File: config.mk
export PLATFORM = sky130hd
export DESIGN_NAME = x_uart_cmd_flat
export DESIGN_NICKNAME = d
export VERILOG_FILES = /design/src/rtl/x_uart_cmd_if.sv /design/src/rtl/x_uart_cmd.sv /design/src/flat_wrapper.sv
export SDC_FILE = /design/constraint.sdc
export NUM_CORES = 1
export LEC_CHECK = 0
export BUFFER_PORTS_ARGS = -buffer_cell sky130_fd_sc_hd__buf_2
export CAP_MARGIN = 30
export CORE_ASPECT_RATIO = 0.7
export CORE_UTILIZATION = 29
export CTS_BUF_LIST = sky130_fd_sc_hd__clkbuf_16
export DETAILED_ROUTE_END_ITERATION = 12
export GPL_TIMING_DRIVEN = 0
export PLACE_DENSITY = 0.5
export SETUP_SLACK_MARGIN = 0.2
export SKIP_CTS_REPAIR_TIMING = 1
export SYNTH_ARGS = -nofsm -noshare
export SYNTH_HDL_FRONTEND = slang
export SYNTH_SLANG_ARGS = --single-unit
File: constraint.sdc
create_clock -name i_clk -period 2.1 [get_ports i_clk]
set_clock_uncertainty 0.1 [all_clocks]
set_input_delay 0.42 -clock i_clk [delete_from_list [all_inputs] [get_ports i_clk]]
set_output_delay 0.42 -clock i_clk [all_outputs]
set_load 0.01 [all_outputs]
File: src/rtl/x_uart_cmd_if.sv
// Byte/command bus between the UART byte stream, the register file and the
// response transmitter. The slave side is the command decoder.
interface x_uart_cmd_if;
    logic       valid;
    logic [7:0] data;
    logic       wr_en;
    logic [3:0] wr_addr;
    logic [7:0] wr_data;
    logic       rd_en;
    logic [3:0] rd_addr;
    logic [7:0] rd_data;
    logic       tx_valid;
    logic [7:0] tx_data;
    logic       tx_ready;
    logic [7:0] err_count;

    modport slave (
        input  valid, data, rd_data, tx_ready,
        output wr_en, wr_addr, wr_data, rd_en, rd_addr, tx_valid, tx_data, err_count
    );

    modport master (
        output valid, data, rd_data, tx_ready,
        input  wr_en, wr_addr, wr_data, rd_en, rd_addr, tx_valid, tx_data, err_count
    );
endinterface

File: src/rtl/x_uart_cmd.sv
// Byte-level command decoder behind the UART receiver: 1/2-byte WRITE, READ and
// PING commands, a register bus, a response byte and a protocol error counter.
module x_uart_cmd #(
    parameter int         p_timeout = 4096,
    parameter logic [7:0] p_echo    = 8'hA5
) (
    input  logic         i_clk,
    input  logic         i_rst,
    x_uart_cmd_if.slave  bus
);

    localparam int timer_w = $clog2(p_timeout + 1);
    localparam logic [timer_w-1:0] timer_last = timer_w'(p_timeout - 1);

    localparam logic [2:0] st_idle  = 3'd0;
    localparam logic [2:0] st_wdata = 3'd1;
    localparam logic [2:0] st_rd    = 3'd2;
    localparam logic [2:0] st_cap   = 3'd3;
    localparam logic [2:0] st_resp  = 3'd4;

    localparam logic [3:0] op_write = 4'h1;
    localparam logic [3:0] op_read  = 4'h2;
    localparam logic [3:0] op_ping  = 4'h3;

    logic [2:0]         state;
    logic [timer_w-1:0] timer;
    logic [3:0]         addr;
    logic [3:0]         opcode;
    logic               err_inc;

    assign opcode = bus.data[7:4];

    // Error sources are exclusive by state, so at most one increment per cycle.
    always_comb begin
        err_inc = 1'b0;
        case (state)
            st_idle:  err_inc = bus.valid && !(opcode inside {op_write, op_read, op_ping});
            st_wdata: err_inc = !bus.valid && (timer == timer_last);
            st_rd, st_cap, st_resp: err_inc = bus.valid;
            default:  err_inc = 1'b0;
        endcase
    end

    // NOTE: all state and outputs use non-blocking assignments so every
    // register samples the pre-edge values; strobes default low each cycle.
    always_ff @(posedge i_clk or posedge i_rst) begin
        if (i_rst) begin
            state         <= st_idle;
            timer         <= '0;
            addr          <= '0;
            bus.wr_en     <= 1'b0;
            bus.wr_addr   <= '0;
            bus.wr_data   <= '0;
            bus.rd_en     <= 1'b0;
            bus.rd_addr   <= '0;
            bus.tx_valid  <= 1'b0;
            bus.tx_data   <= '0;
            bus.err_count <= '0;
        end else begin
            bus.wr_en <= 1'b0;
            bus.rd_en <= 1'b0;

            if (err_inc && bus.err_count != 8'hFF)
                bus.err_count <= bus.err_count + 8'd1;

            case (state)
                st_idle: begin
                    timer <= '0;
                    if (bus.valid) begin
                        case (opcode)
                            op_write: begin
                                addr  <= bus.data[3:0];
                                state <= st_wdata;
                            end
                            op_read: begin
                                addr        <= bus.data[3:0];
                                bus.rd_en   <= 1'b1;
                                bus.rd_addr <= bus.data[3:0];
                                state       <= st_rd;
                            end
                            op_ping: begin
                                bus.tx_data  <= p_echo;
                                bus.tx_valid <= 1'b1;
                                state        <= st_resp;
                            end
                            default: ;
                        endcase
                    end
                end

                // A payload landing on the final timer cycle still wins.
                st_wdata: begin
                    if (bus.valid) begin
                        bus.wr_en   <= 1'b1;
                        bus.wr_addr <= addr;
                        bus.wr_data <= bus.data;
                        timer       <= '0;
                        state       <= st_idle;
                    end else if (timer == timer_last) begin
                        timer <= '0;
                        state <= st_idle;
                    end else begin
                        timer <= timer + timer_w'(1);
                    end
                end

                st_rd: state <= st_cap;

                st_cap: begin
                    bus.tx_data  <= bus.rd_data;
                    bus.tx_valid <= 1'b1;
                    state        <= st_resp;
                end

                st_resp: begin
                    if (bus.tx_valid && bus.tx_ready) begin
                        bus.tx_valid <= 1'b0;
                        state        <= st_idle;
                    end
                end

                default: begin
                    timer <= '0;
                    state <= st_idle;
                end
            endcase
        end
    end

endmodule

File: src/flat_wrapper.sv
// flat-port wrapper written by rule: the top's interface ports become plain ports
module x_uart_cmd_flat 
#(
    parameter int         p_timeout = 4096,
    parameter logic [7:0] p_echo    = 8'hA5
)
  (i_clk, i_rst, bus_valid, bus_data, bus_rd_data, bus_tx_ready, bus_wr_en, bus_wr_addr, bus_wr_data, bus_rd_en, bus_rd_addr, bus_tx_valid, bus_tx_data, bus_err_count);
  x_uart_cmd_if bus_i ();
  input  logic i_clk;
  input  logic i_rst;
  input wire logic [$bits(bus_i.valid)-1:0] bus_valid;
  input wire logic [$bits(bus_i.data)-1:0] bus_data;
  input wire logic [$bits(bus_i.rd_data)-1:0] bus_rd_data;
  input wire logic [$bits(bus_i.tx_ready)-1:0] bus_tx_ready;
  output wire logic [$bits(bus_i.wr_en)-1:0] bus_wr_en;
  output wire logic [$bits(bus_i.wr_addr)-1:0] bus_wr_addr;
  output wire logic [$bits(bus_i.wr_data)-1:0] bus_wr_data;
  output wire logic [$bits(bus_i.rd_en)-1:0] bus_rd_en;
  output wire logic [$bits(bus_i.rd_addr)-1:0] bus_rd_addr;
  output wire logic [$bits(bus_i.tx_valid)-1:0] bus_tx_valid;
  output wire logic [$bits(bus_i.tx_data)-1:0] bus_tx_data;
  output wire logic [$bits(bus_i.err_count)-1:0] bus_err_count;
  assign bus_i.valid = bus_valid;
  assign bus_i.data = bus_data;
  assign bus_i.rd_data = bus_rd_data;
  assign bus_i.tx_ready = bus_tx_ready;
  assign bus_wr_en = bus_i.wr_en;
  assign bus_wr_addr = bus_i.wr_addr;
  assign bus_wr_data = bus_i.wr_data;
  assign bus_rd_en = bus_i.rd_en;
  assign bus_rd_addr = bus_i.rd_addr;
  assign bus_tx_valid = bus_i.tx_valid;
  assign bus_tx_data = bus_i.tx_data;
  assign bus_err_count = bus_i.err_count;
  x_uart_cmd #(.p_timeout(p_timeout), .p_echo(p_echo)) u_core (.i_clk(i_clk), .i_rst(i_rst), .bus(bus_i));
endmodule
After elaboration in Yosys (flattened, before gate mapping)
Index checks and enable logic that the tools add are counted.

Bits in registers: 55. Input port bits: 20. Word-level logic and storage cells: 67.

Add/subtract/negate cells: 2. Eq/ne operators: 14. Muxes and demuxes: 22. Reduce and logical (&&, ||, !) cells: 18.

Operators by type and width (count): $mux 13 (2); $pmux 13 s2 (1); $mux 8 (2); $pmux 8 s2 (1); $pmux 3 s5 (1); $add 13x1->13 const B (1); $eq 13x12->1 const B (1); $mux 3 (4); $pmux 3 s3 (1); $reduce_and 3->1 (3); $add 8x1->8 const B (1); $eq 4x2->1 const B (2); $mux 1 (8); $ne 8x8->1 const B (1); $reduce_and 4->1 (2); $eq 3x2->1 const B (2); $pmux 1 s3 (2); $reduce_bool 3->1 (2); $eq 4x1->1 const B (1); $logic_and 1x1->1 (4); $ne 2x1->1 const B (2); $ne 4x1->1 const B (1); $eq 3x1->1 const B (1); $eq 3x3->1 const B (1); 8 further kinds (9).

Logic depth before layout (Yosys ltp)
Gate-level depths: netlist of run 1.

Depth after elaboration: 6. Gate-level depth with buffers: 7.

Worst setup path after synthesis of run 1
No wires, ideal clock.

Kind: register to register. Start: reg u_core.state[2]. End: reg u_core.bus.err_count[1]. Library setup time: 0.125 ns. Arrival: 2.143 ns. Data required time: 1.875 ns. Path slack: -0.268 ns. Cell stages (with the launch flop): 6. Cells stage by stage: dfrtp_1 > buf_6 > or4b_4 > or4_4 > a21oi_4 > mux2_2.

Longest elaborated chain between the ends: 4. Elaborated cells on any way between the ends: 8.

Ends and longest elaborated chain: start, declared (RTL line x_uart_cmd.sv:25) `logic [2:0] state;`; start signal, assigned (RTL line x_uart_cmd.sv:48) `state <= st_idle;`; start signal, assigned (RTL line x_uart_cmd.sv:73) `state <= st_wdata;`; start signal, assigned (RTL line x_uart_cmd.sv:79) `state <= st_rd;`; $eq 3x2->1 or $eq 3x3->1 (tied branches) (RTL line x_uart_cmd.sv:36) `case (state)`; $reduce_or 3->1 (no source line); $pmux 1 s3 * (RTL line x_uart_cmd.sv:36); $logic_and 1x1->1 * (RTL line x_uart_cmd.sv:63) `if (err_inc && bus.err_count != 8'hFF)`; end signal, assigned (RTL line x_uart_cmd.sv:64) `bus.err_count <= bus.err_count + 8'd1;`; end, declared (RTL line x_uart_cmd_if.sv:19) `output wr_en, wr_addr, wr_data, rd_en, rd_addr, tx_valid, tx_data, err_count`.

Every way passes the cells marked *; elsewhere a longest branch is shown, timed or not. A chain may end at the register's enable or synchronous reset.

Worst setup path after layout of run 1
Start: reg u_core.state[2]. End: reg u_core.bus.err_count[5].

The elaborated chain is that of the path after synthesis.

==> results of run 1 <==
## routing by layer
layer  wire [um]  GRT usage [%]
met1        2810           18.2
met2        2280           18.9
met3         322           4.35
met4          30           3.33
met5           0              0
## worst max-delay path, stage by stage, from the launching register on
cell and delay [ns]:
dfrtp_1 0.37, buf_6 0.13, or4b_4 0.51, or4_4 0.46, a21oi_4 0.26, and3_1 0.22
xor2_1 0.15
## synth_stat cells, drive strengths merged
| cell type | n |
|---|---|
| o21bai | 1 |
| nand2 | 19 |
| nor2b | 1 |
| clkbuf | 5 |
| nand4b | 1 |
| ha | 2 |
| a21boi | 1 |
| or4b | 1 |
| dfrtp | 55 |
| a21o | 2 |
| nor3 | 3 |
| nor3b | 2 |
| a21oi | 8 |
| or3 | 2 |
| xor2 | 4 |
| or2 | 2 |
| o2111ai | 1 |
| and3 | 6 |
| o22a | 4 |
| and4 | 3 |
| a2bb2oi | 1 |
| or4 | 1 |
| a211o | 1 |
| o31ai | 3 |
| nand3 | 8 |
| o211ai | 1 |
| mux2i | 3 |
| o211a | 1 |
| mux2 | 22 |
| nor2 | 13 |
| o21ai | 12 |
| nand4 | 4 |
| nand3b | 1 |
| or2b | 1 |
| inv | 6 |
| buf | 1 |
| nor4 | 3 |
| xnor2 | 6 |
| a22o | 4 |
## registers in the layout, indices dropped and copies added (netlist names), 3 cells and up
signal	count
u_core.timer	13
u_core.bus.err_count	8
u_core.bus.tx_data	8
u_core.bus.wr_data	8
u_core.addr	4
u_core.bus.rd_addr	4
u_core.bus.wr_addr	4
u_core.state	3
## layout make-up
| type | instances | area, um^2 |
|---|---|---|
| buffer | 6 | 40.0 |
| clock buffer | 5 | 125 |
| clock inverter | 2 | 16.3 |
| fill | 807 | 4940 |
| inverter | 6 | 22.5 |
| multi-input combinational | 148 | 1080 |
| sequential | 55 | 1380 |
| tap | 101 | 126 |
| timing repair buffer | 63 | 350 |
## cells by family after synthesis
logic type	count (synthesis)	share of synthesized area (%)
buffers and inverters	12	2.12
xor gates and xnor gates	10	3.54
AOI/OAI and AO/OA	40	11.2
adders and majority gates	2	1.01
DFF	55	55.6
and+or+nand+nor	71	15.3
muxes	25	11.2
## path summary, 6_finish.rpt
path                                    startpoint                       to  slack, ns  cells after the start
setup / recovery                   u_core.state[2]  u_core.bus.err_count[5]      -0.19                      6
hold / removal                               i_rst    u_core.bus.wr_data[6]       0.06                      2
setup reg to reg                   u_core.state[2]  u_core.bus.err_count[5]      -0.19                      6
hold reg to reg            u_core.bus.err_count[7]  u_core.bus.err_count[7]       0.39                      1
max in group asynchronous                    i_rst          u_core.state[0]       1.27                      3
min in group i_clk                  bus_rd_data[7]    u_core.bus.tx_data[7]       0.24                      2
## stage by stage
step / setup TNS, ns / std cells
final: -1.08 / 386
after global routing: -2.87 / 386
after CTS: -4.65 / 378
after detailed placement: -4.97 / 371
after global placement: -35.37 / 370
after floorplan: -0.175 / 215
## power breakdown
| part | leakage [nW] | total, mW | switching (mW) | internal (mW) |
|---|---|---|---|---|
| clock | 0.0663 | 0.815 | 0.375 | 0.440 |
| combinational | 0.731 | 0.542 | 0.266 | 0.276 |
| sequential | 0.728 | 1.37 | 0.157 | 1.21 |
==> results.yml, run 1 <==
setup_path:
  cp-end-kind: "register"
  startpoint_type: "register"
  cp.required_ns: 2.22
  path_max_fanout: 7
  cp.arrival_ns: 2.41
  critPathKind: "reg2reg"
placed_design:
  dpl.hpwl_um: 3950
  dpl-instance-area_um2: 2900
  dp_slack_ns: -0.319
  gp_congestion: 0.748
  io_buffers: 54
logic_synthesis:
  synthesis.area_um2: 2470
  ys_warn_count: 0
  syn_avg_cell_area_um2: 11.5
  yosys.area.top_type_share_pct: 55.6
  netlist_instances: 215
  synth_fp_nets: 237
  ys_seq_elements: 55
  synth_largest_area_cell: "dfrtp_1"
  ys_seq_area_share_pct: 55.6
  synth_cell_types: 41
  synth_area_leaders: "dfrtp_1 56%, mux2_2 10%, nand2_1 2.9%, o21ai_0 2.4%, xnor2_1 2.1%"
floorplan:
  start_util_pct: 30.7
  die_w_um: 112
  fp.dieArea_um2: 8910
  rows: 27
  core-area_um2: 8070
  die_y_um: 79.3
  boundaryPins: 55
clock_network:
  insertion_delay_ns: 0.29
  htree_levels: 2
  clock_sinks: 55
  path_clk_slew_ns: 0.07
  tritoncts: "built"
  cts_inserted_buffers: 5
  max-clock-path-buffers: 2
  clock-root-buffer: "clkbuf_16"
sta:
  fin_crit_sh_pct: 109
  finalSetupViolCount: 15
  hold_viol: 0
  fin_hold_ws_ns: 0.0582
  tightest_slew_ns: 0.529
  rsz0062_at_grt: "yes"
  fmax_ghz: 0.437
  slew_headroom_pct: 64.7
  min_period_ns: 2.29
  slew_viol_final: 0
  layout_setup_ws_ns: -0.189
status:
  run_status: "finished, violations left"
  violations: "setup timing"
cells_and_area:
  nets: 307
  drive_above_1_share_pct: 38.6
  antenna_cells: 0
  layout_common_cells: "54 x buf_2, 54 x dfrtp_1, 21 x mux2_2"
  syn2layout_area_growth_pct: 26.7
  final_util_pct: 38.9
  design_area_um2: 3140
power:
  ir_drop_uv: 379
  p_leak_nw: 1.52
  p_total_mw: 2.72
  p_per_area_nw_per_um2: 869
global_routing:
  gr-usage-all-layers_pct: 12.9
  gr-total-overflow: 0
  antenna_found_initial: 0
  grt_pass1_wl_um: 9020
  grt_pass1_vias: 1831
  grt_start_max_net_pins: 33
route:
  via_per_inst: 4.81
  ant_nets: 0
  wl_per_cell_um: 14.1
  drc_errors: 0
  vias: 1858
  drtIter0Drc: 50
  wl_um: 5450
  first_pass_iters: 4
min_path:
  worst_hold_path_type: "in2async"
job:
  cap_violations: 0
Note: power is estimated with default switching activity, not from simulation.
==> run 2: changes to the inputs <==
--- a/config.mk
+++ b/config.mk
@@ -7,7 +7,7 @@
 export LEC_CHECK = 0
 export BUFFER_PORTS_ARGS = -buffer_cell sky130_fd_sc_hd__buf_2
 export CAP_MARGIN = 30
-export CORE_ASPECT_RATIO = 0.7
+export CORE_ASPECT_RATIO = 1.75
 export CORE_UTILIZATION = 29
 export CTS_BUF_LIST = sky130_fd_sc_hd__clkbuf_16
 export DETAILED_ROUTE_END_ITERATION = 12
==> results.yml, run 2 (synthesis results as in run 1) <==
global_routing:
  grt_start_max_net_pins: 41
  antenna_found_initial: 0
  grt_pass1_vias: 1907
  grt_pass1_wl_um: 9050
  gr-total-overflow: 0
  gr-usage-all-layers_pct: 13.0
placed_design:
  io_buffers: 54
  place_inst: 362
  gp_congestion: 0.775
  dp_slack_ns: -0.314
  dpl.hpwl_um: 3920
  dpl-instance-area_um2: 2890
route:
  drc_errors: 0
  wl_met3_um: 131
  wl_per_cell_um: 14.4
  via_per_inst: 4.97
  wl_met2_um: 2960
  wl_um: 5400
  drtIter0Drc: 58
  first_pass_iters: 4
  ant_nets: 0
  top_layer: "met4"
  vias: 1863
  met1_length_um: 2190
cells_and_area:
  design_area_um2: 3160
  syn2layout_area_growth_pct: 27.6
  layout_common_cells: "55 x buf_2, 54 x dfrtp_1, 21 x mux2_2"
  largest_reg_flops: 13
  final_cells: 375
  nets: 304
  final_util_pct: 38.2
  fillers: 832
  largest-register: "u_core.timer"
  antenna_cells: 0
  final_common_cell: "buf_2"
  drive_above_1_share_pct: 37.1
clock_network:
  clock-root-buffer: "clkbuf_16"
  path_clk_slew_ns: 0.07
  cts_inserted_buffers: 5
  tritoncts: "built"
  max-clock-path-buffers: 2
  clock_sinks: 55
  insertion_delay_ns: 0.30
  htree_levels: 2
setup_path:
  cp-end-kind: "register"
  timing.rr.end: "u_core.bus.err_count[1]"
  startpoint_type: "register"
  path_max_fanout: 7
  r2r-start: "u_core.state[2]"
  rr_worst_depth: 5
  cp.arrival_ns: 2.34
  critPathKind: "reg2reg"
  cp.required_ns: 2.19
  r2r_slack_ns: -0.15
sta:
  fin_hold_ws_ns: -0.0141
  layout_setup_ws_ns: -0.153
  fmax_ghz: 0.444
  slew_viol_final: 0
  slew_headroom_pct: 66.0
  min_period_ns: 2.25
  finalSetupViolCount: 8
  hold_viol: 15
  fin_crit_sh_pct: 107
  tightest_slew_ns: 0.506
  rsz0062_at_grt: "yes"
  setup_tns_ns: -0.883
floorplan:
  die_y_um: 124
  boundaryPins: 55
  fp.dieArea_um2: 8920
  die_w_um: 71.8
  core-area_um2: 8260
  start_util_pct: 30.0
  rows: 44
power:
  p_leak_nw: 1.55
  p_total_mw: 2.99
  p_per_area_nw_per_um2: 948
  ir_drop_uv: 735
status:
  run_status: "finished, violations left"
  violations: "hold timing, setup timing"
min_path:
  worst_hold_path_type: "in2async"
job:
  cap_violations: 0
run 2: worst max-delay path by stage:
stage / from / endpoint / slack, ns
floorplan: u_core.state[2] / u_core.bus.err_count[1] / -0.07
global placement: i_rst / u_core.bus.tx_data[1] / -0.61
detailed placement: u_core.state[1] / u_core.bus.wr_data[0] / -0.31
CTS: u_core.state[1] / u_core.bus.wr_data[1] / -0.32
global route: u_core.state[2] / u_core.bus.err_count[4] / -0.22
finish: u_core.state[2] / u_core.bus.err_count[1] / -0.15
run 2: critical path, stage by stage (launching register included):
cell and delay [ns]:
dfrtp_1 0.38, buf_6 0.12, or4b_4 0.50, or4_4 0.46, a21oi_4 0.26, mux2_4 0.32
run 2: area by class of cell:
cell class	instances	area (um^2)	area share, %
well taps	92	115	3.65
clock inverters	3	71.3	2.26
multi-input cells	148	1070	34.0
inverters	6	22.5	0.713
plain buffers	6	43.8	1.39
repair buffers	60	328	10.4
flip-flops and latches	55	1380	43.6
clock buffers	5	125	3.96
run 2: power breakdown:
part,internal (mW),switching (mW)
clock network,0.692,0.403
registers,1.21,0.157
logic,0.265,0.264
total,2.17,0.824
run 2: metal layers:
| metal | vias to the layer above | GRT usage (%) |
|---|---|---|
| li1 | 909 | - |
| met1 | 919 | 14.5 |
| met2 | 29 | 23.0 |
| met3 | 6 | 2.44 |
| met4 | 0 | 6.34 |
| met5 | - | 0 |
